`config.mk`:
```
export PLATFORM = sky130hd
export DESIGN_NAME = pstack
export DESIGN_NICKNAME = d
export VERILOG_FILES = /design/src/rtl/pstack.sv
export SDC_FILE = /design/constraint.sdc
export NUM_CORES = 1
export LEC_CHECK = 0
export BUFFER_PORTS_ARGS = -buffer_cell sky130_fd_sc_hd__buf_4
export CAP_MARGIN = 40
export CORE_UTILIZATION = 40
export CTS_CLUSTER_SIZE = 30
export DETAILED_ROUTE_END_ITERATION = 8
export GPL_TIMING_DRIVEN = 0
export HOLD_SLACK_MARGIN = 0.15
export SYNTH_ARGS = -nofsm -noshare
export SYNTH_HDL_FRONTEND = slang
export SYNTH_SLANG_ARGS = --single-unit
```
`constraint.sdc`:
```
create_clock -name i_clk -period 1.7 [get_ports i_clk]
set_input_delay 0.17 -clock i_clk [delete_from_list [all_inputs] [get_ports i_clk]]
set_output_delay 0.17 -clock i_clk [all_outputs]
set_load 0.1 [all_outputs]
```
`src/rtl/pstack.sv`:
```
// Parametrised operand stack for the tinycpu datapath: shift-register storage with
// occupancy count, full/empty decode, sticky overflow/underflow and replace/swap ops.
module pstack #(
  parameter int WIDTH = 16,
  parameter int DEPTH = 8
) (
  input  logic                         i_clk,
  input  logic                         i_rst_n,
  input  logic                         i_push,
  input  logic                         i_pop,
  input  logic                         i_load,
  input  logic                         i_swap,
  input  logic                         i_clr_err,
  input  logic [WIDTH-1:0]             i_d,
  output logic [WIDTH-1:0]             o_qtop,
  output logic [WIDTH-1:0]             o_qnext,
  output logic [$clog2(DEPTH+1)-1:0]   o_count,
  output logic                         o_empty,
  output logic                         o_full,
  output logic                         o_ovf,
  output logic                         o_unf
);

  localparam int CW = $clog2(DEPTH+1);
  localparam logic [CW-1:0] CNT_ONE  = CW'(1);
  localparam logic [CW-1:0] CNT_TWO  = CW'(2);
  localparam logic [CW-1:0] CNT_FULL = CW'(DEPTH);

  logic [WIDTH-1:0] r_s [DEPTH];
  logic [CW-1:0]    r_count;
  logic             r_ovf;
  logic             r_unf;

  logic w_empty;
  logic w_full;
  logic w_ovfEvt;
  logic w_unfEvt;

  assign w_empty = (r_count == '0);
  assign w_full  = (r_count == CNT_FULL);

  // Error events follow the command priority: push&pop never errors, pop shadows swap.
  assign w_ovfEvt = i_push & ~i_pop & w_full;
  assign w_unfEvt = ~i_push & ((i_pop & w_empty) | (~i_pop & i_swap & (r_count < CNT_TWO)));

  always_ff @(posedge i_clk or negedge i_rst_n) begin
    if (!i_rst_n) begin
      for (int i = 0; i < DEPTH; i++) r_s[i] <= '0;
      r_count <= '0;
    end else if (i_push && i_pop) begin
      r_s[0] <= i_d;
      if (w_empty) r_count <= CNT_ONE;
    end else if (i_push) begin
      r_s[0] <= i_d;
      for (int i = 1; i < DEPTH; i++) r_s[i] <= r_s[i-1];
      if (!w_full) r_count <= r_count + CNT_ONE;
    end else if (i_pop) begin
      // Shifting in zero keeps every invalid slot cleared.
      if (!w_empty) begin
        for (int i = 0; i < DEPTH-1; i++) r_s[i] <= r_s[i+1];
        r_s[DEPTH-1] <= '0;
        r_count      <= r_count - CNT_ONE;
      end
    end else if (i_swap) begin
      if (r_count >= CNT_TWO) begin
        r_s[0] <= r_s[1];
        r_s[1] <= r_s[0];
      end
    end else if (i_load) begin
      r_s[0] <= i_d;
      if (w_empty) r_count <= CNT_ONE;
    end
  end

  // A fresh error in the same cycle as clr_err keeps the flag set.
  always_ff @(posedge i_clk or negedge i_rst_n) begin
    if (!i_rst_n) begin
      r_ovf <= 1'b0;
      r_unf <= 1'b0;
    end else begin
      r_ovf <= w_ovfEvt | (r_ovf & ~i_clr_err);
      r_unf <= w_unfEvt | (r_unf & ~i_clr_err);
    end
  end

  assign o_qtop  = r_s[0];
  assign o_qnext = r_s[1];
  assign o_count = r_count;
  assign o_empty = w_empty;
  assign o_full  = w_full;
  assign o_ovf   = r_ovf;
  assign o_unf   = r_unf;

endmodule

```
==> out/metrics.cfg <==
[outcome]
status=finished, violations left
violations=setup timing

[sta]
rsz0062_at_grt=yes
setup_viol=127
period_share_pct=109
hold_violations=0
maxSlewHeadroom_pct=67.6
finalMaxSlewViolations=0
layout_min_cycle_time_ns=1.85
skew_ns=0.00785
fin_ws_ns=-0.149
worst_slew_pin_slew_ns=0.482
max_clock_freq_mhz=541
setup_tns_ns=-8.23

[setup_path]
cp-startpoint=o_count[0]$_DFFE_PN0P_
r2r-end=o_qtop[4]$_DFFE_PN0P_
end_kind=register
path_max_fanout=7
critical_path_class=register to register
reg2reg_depth=10
r2r_slack_ns=-0.15
crit_required_ns=2.04
crit_arrival_ns=2.18
r2r-start=o_count[0]$_DFFE_PN0P_
start_kind=register

[floorplan]
die_w_microns=130
start_util_pct=41.2
pin_count=63
rows=46
die_area_sq_um=17000
dieHeight_microns=130
core_area_sq_um=16000

[route]
dr_total_vias=5254
wl_met2_microns=9720
ant_nets=0
finalWirelength_microns=18900
drtIter0Drc=220
via_per_inst=5.26
dr.pass1.iters=5
drc=0
wl_met3_microns=668
m1WireLength_microns=7990
top_layer=met4
wire_per_inst_microns=18.9

[cts]
cts_tree=done
root_buffer=clkbuf_16
worstSkewPairLatency_ns=0.42
path_clk_slew_ns=0.06
cts_buffer_depth=2
cts_made_buffers=17
clock_sinks=134
cts_max_level=4

[synthesis]
synth.most_common_cell=dfrtp_1
avgSynthCellArea_sq_um=10.6
yosysUniqueCellTypes=37
synth_largest_area_cell=dfrtp_1
yosys.area.top_type_share_pct=50.9
synth_commonest_cells=134 x dfrtp_1, 96 x mux2i_1, 75 x nand2_1
ys_ff_latch=134
ys_warn_count=0
synthFlopType=dfrtp_1
syn_area_sq_um=6590
syn_nets=651
synth_edf_count=0
ys_seq_area_share_pct=50.9
synthCells=624
async_flop_share_pct=100
yosys-top-cells-area=dfrtp_1 51%, mux2i_1 15%, nand2_1 4.3%

[worst_hold_path]
hold_class=primary input to async pin

[layout]
final_area_sq_um=9760
final_layout_size_suffix_gt1_share_pct=47.8
nFillCells=1218
finalNetCount=797
syn_to_final_growth_pct=48.0
diodes=0

[run]
drv_cap=0

[placed_design]
port_buffers=62
placed_area_sq_um=7440
dp_hpwl_microns=11800
place.gp.congestion=0.808

[global_routing]
grt_pass1_vias=5177
grt_antenna_before_repair=0
grt_max_degree=88
grt_pass1_wl_microns=27700
track_usage_pct=22.0
grt_overflow=0

[power]
powerDensity_nw_per_um2=1760
ir_worst_vdd_v=0.00109
p_leak_nw=4.62

==> report_power, final <==
| part | internal (mW) | switching (mW) |
|---|---|---|
| clock | 2.23 | 1.36 |
| sequential | 4.34 | 1.53 |
| combinational | 2.97 | 4.78 |
| total | 9.53 | 7.66 |
==> how the worst max path moves through the flow <==
| stage | cells after the start | endpoint | slack [ns] |
|---|---|---|---|
| after global routing | 10 | o_qtop[4]$_DFFE_PN0P_ | -0.21 |
| after detailed placement | 7 | r_s[16]$_DFFE_PN0P_ | -0.48 |
| after CTS | 7 | o_qtop[0]$_DFFE_PN0P_ | -0.15 |
| after floorplan | 7 | o_qnext[11]$_DFFE_PN0P_ | -0.73 |
| after global placement | 7 | r_s[16]$_DFFE_PN0P_ | -0.43 |
| final | 10 | o_qtop[4]$_DFFE_PN0P_ | -0.15 |
==> worst max-delay path, stage by stage, from the launching register on <==
cell and delay (ns):
dfrtp_4 0.49, inv_4 0.09, buf_6 0.11, ha_4 0.14, nor4_4 0.03, buf_4 0.16
a31oi_4 0.20, buf_12 0.16, buf_8 0.13, a21oi_2 0.06, a31oi_1 0.19
==> kinds of logic after synthesis <==
kind of cell / Yosys count / synth area share (%)
simple gates: 148 / 11.0
xor+xnor: 2 / 0.266
flops: 134 / 50.9
mux: 96 / 14.6
fa+ha+maj: 4 / 0.759
compound gates: 158 / 14.6
buf+inv: 82 / 7.96
==> final cells by class <==
type | instances | area [sq um] | share of cell area (%)
Inverter | 3 | 16.3 | 0.167
Tap cell | 216 | 270 | 2.77
Clock inverter | 8 | 98.8 | 1.01
Timing Repair Buffer | 130 | 1480 | 15.2
Clock buffer | 24 | 472 | 4.84
Multi-Input combinational cell | 408 | 3310 | 33.9
Buffer | 76 | 737 | 7.55
Sequential cell | 134 | 3370 | 34.5
==> timing repair <==
item / CTS / global route
hold buffers: 19 / 0
cloned: 10 / 12
resized for setup: 151 / 151
pin swaps: 44 / 55
hold endpoints to repair: 65 / 0
setup buffers: 23 / 8
endpoints found under the setup margin: 120 / 133
==> sequential cells by signal, summed over array words and instances (netlist names) <==
signal and cells:
o_qnext 16, o_unf 1, r_s 96, o_ovf 1
o_count 4, o_qtop 16
==> placed cells by master, fill, tap and decap left out, types with 2 or more instances in the layout <==
cell           netlist  layout
clkinvlp_4           0       2
a22o_1              18      18
clkbuf_1            11       6
dlygate4sd3_1        0      19
buf_2               26      13
a31oi_1             32      30
dfrtp_1            134     130
mux2i_1             96      96
buf_6                7      20
buf_4               35     104
nand2_1             75      49
nand2_2             40      37
o21ai_1             40      34
a21oi_2              0      14
o21ai_2              0      46
bufinv_16            0       2
nand2b_1             3       3
ha_4                 0       3
nor2_4               0       4
nor3b_4              0       2
buf_8                0      16
clkinv_2             0       3
xnor2_1              2       2
a31oi_2              1       2
nand2_4              0      29
clkbuf_16            0      29
nand3_1              2       2
nor2_2               0       9
inv_4                0       2
buf_12               0      16
a21oi_4              0       2
nor2_1              18       5
clkbuf_8             0       2
nor4_1               2       2
buf_16               0       3
dfrtp_4              0       3
==> metal layers <==
| metal | GRT usage [%] | vias to the layer above |
|---|---|---|
| li1 | - | 2469 |
| met1 | 27.0 | 2608 |
| met2 | 37.7 | 148 |
| met3 | 4.14 | 29 |
| met4 | 9.53 | 0 |
| met5 | 0 | - |
==> through the flow <==
stage	std cells	hold slack [ns]	power, mW	setup WS, ns	utilization (%)
after floorplan	624	-0.126	10.3	-0.729	-
after CTS	986	0.231	16.3	-0.155	56.1
after global routing	999	0.267	17.9	-0.210	61.0
after global placement	902	0.477	11.6	-0.432	46.3
after detailed placement	903	0.137	11.8	-0.484	46.5
final	999	0.242	17.2	-0.149	61.0
(Power assumes the default switching activity.)
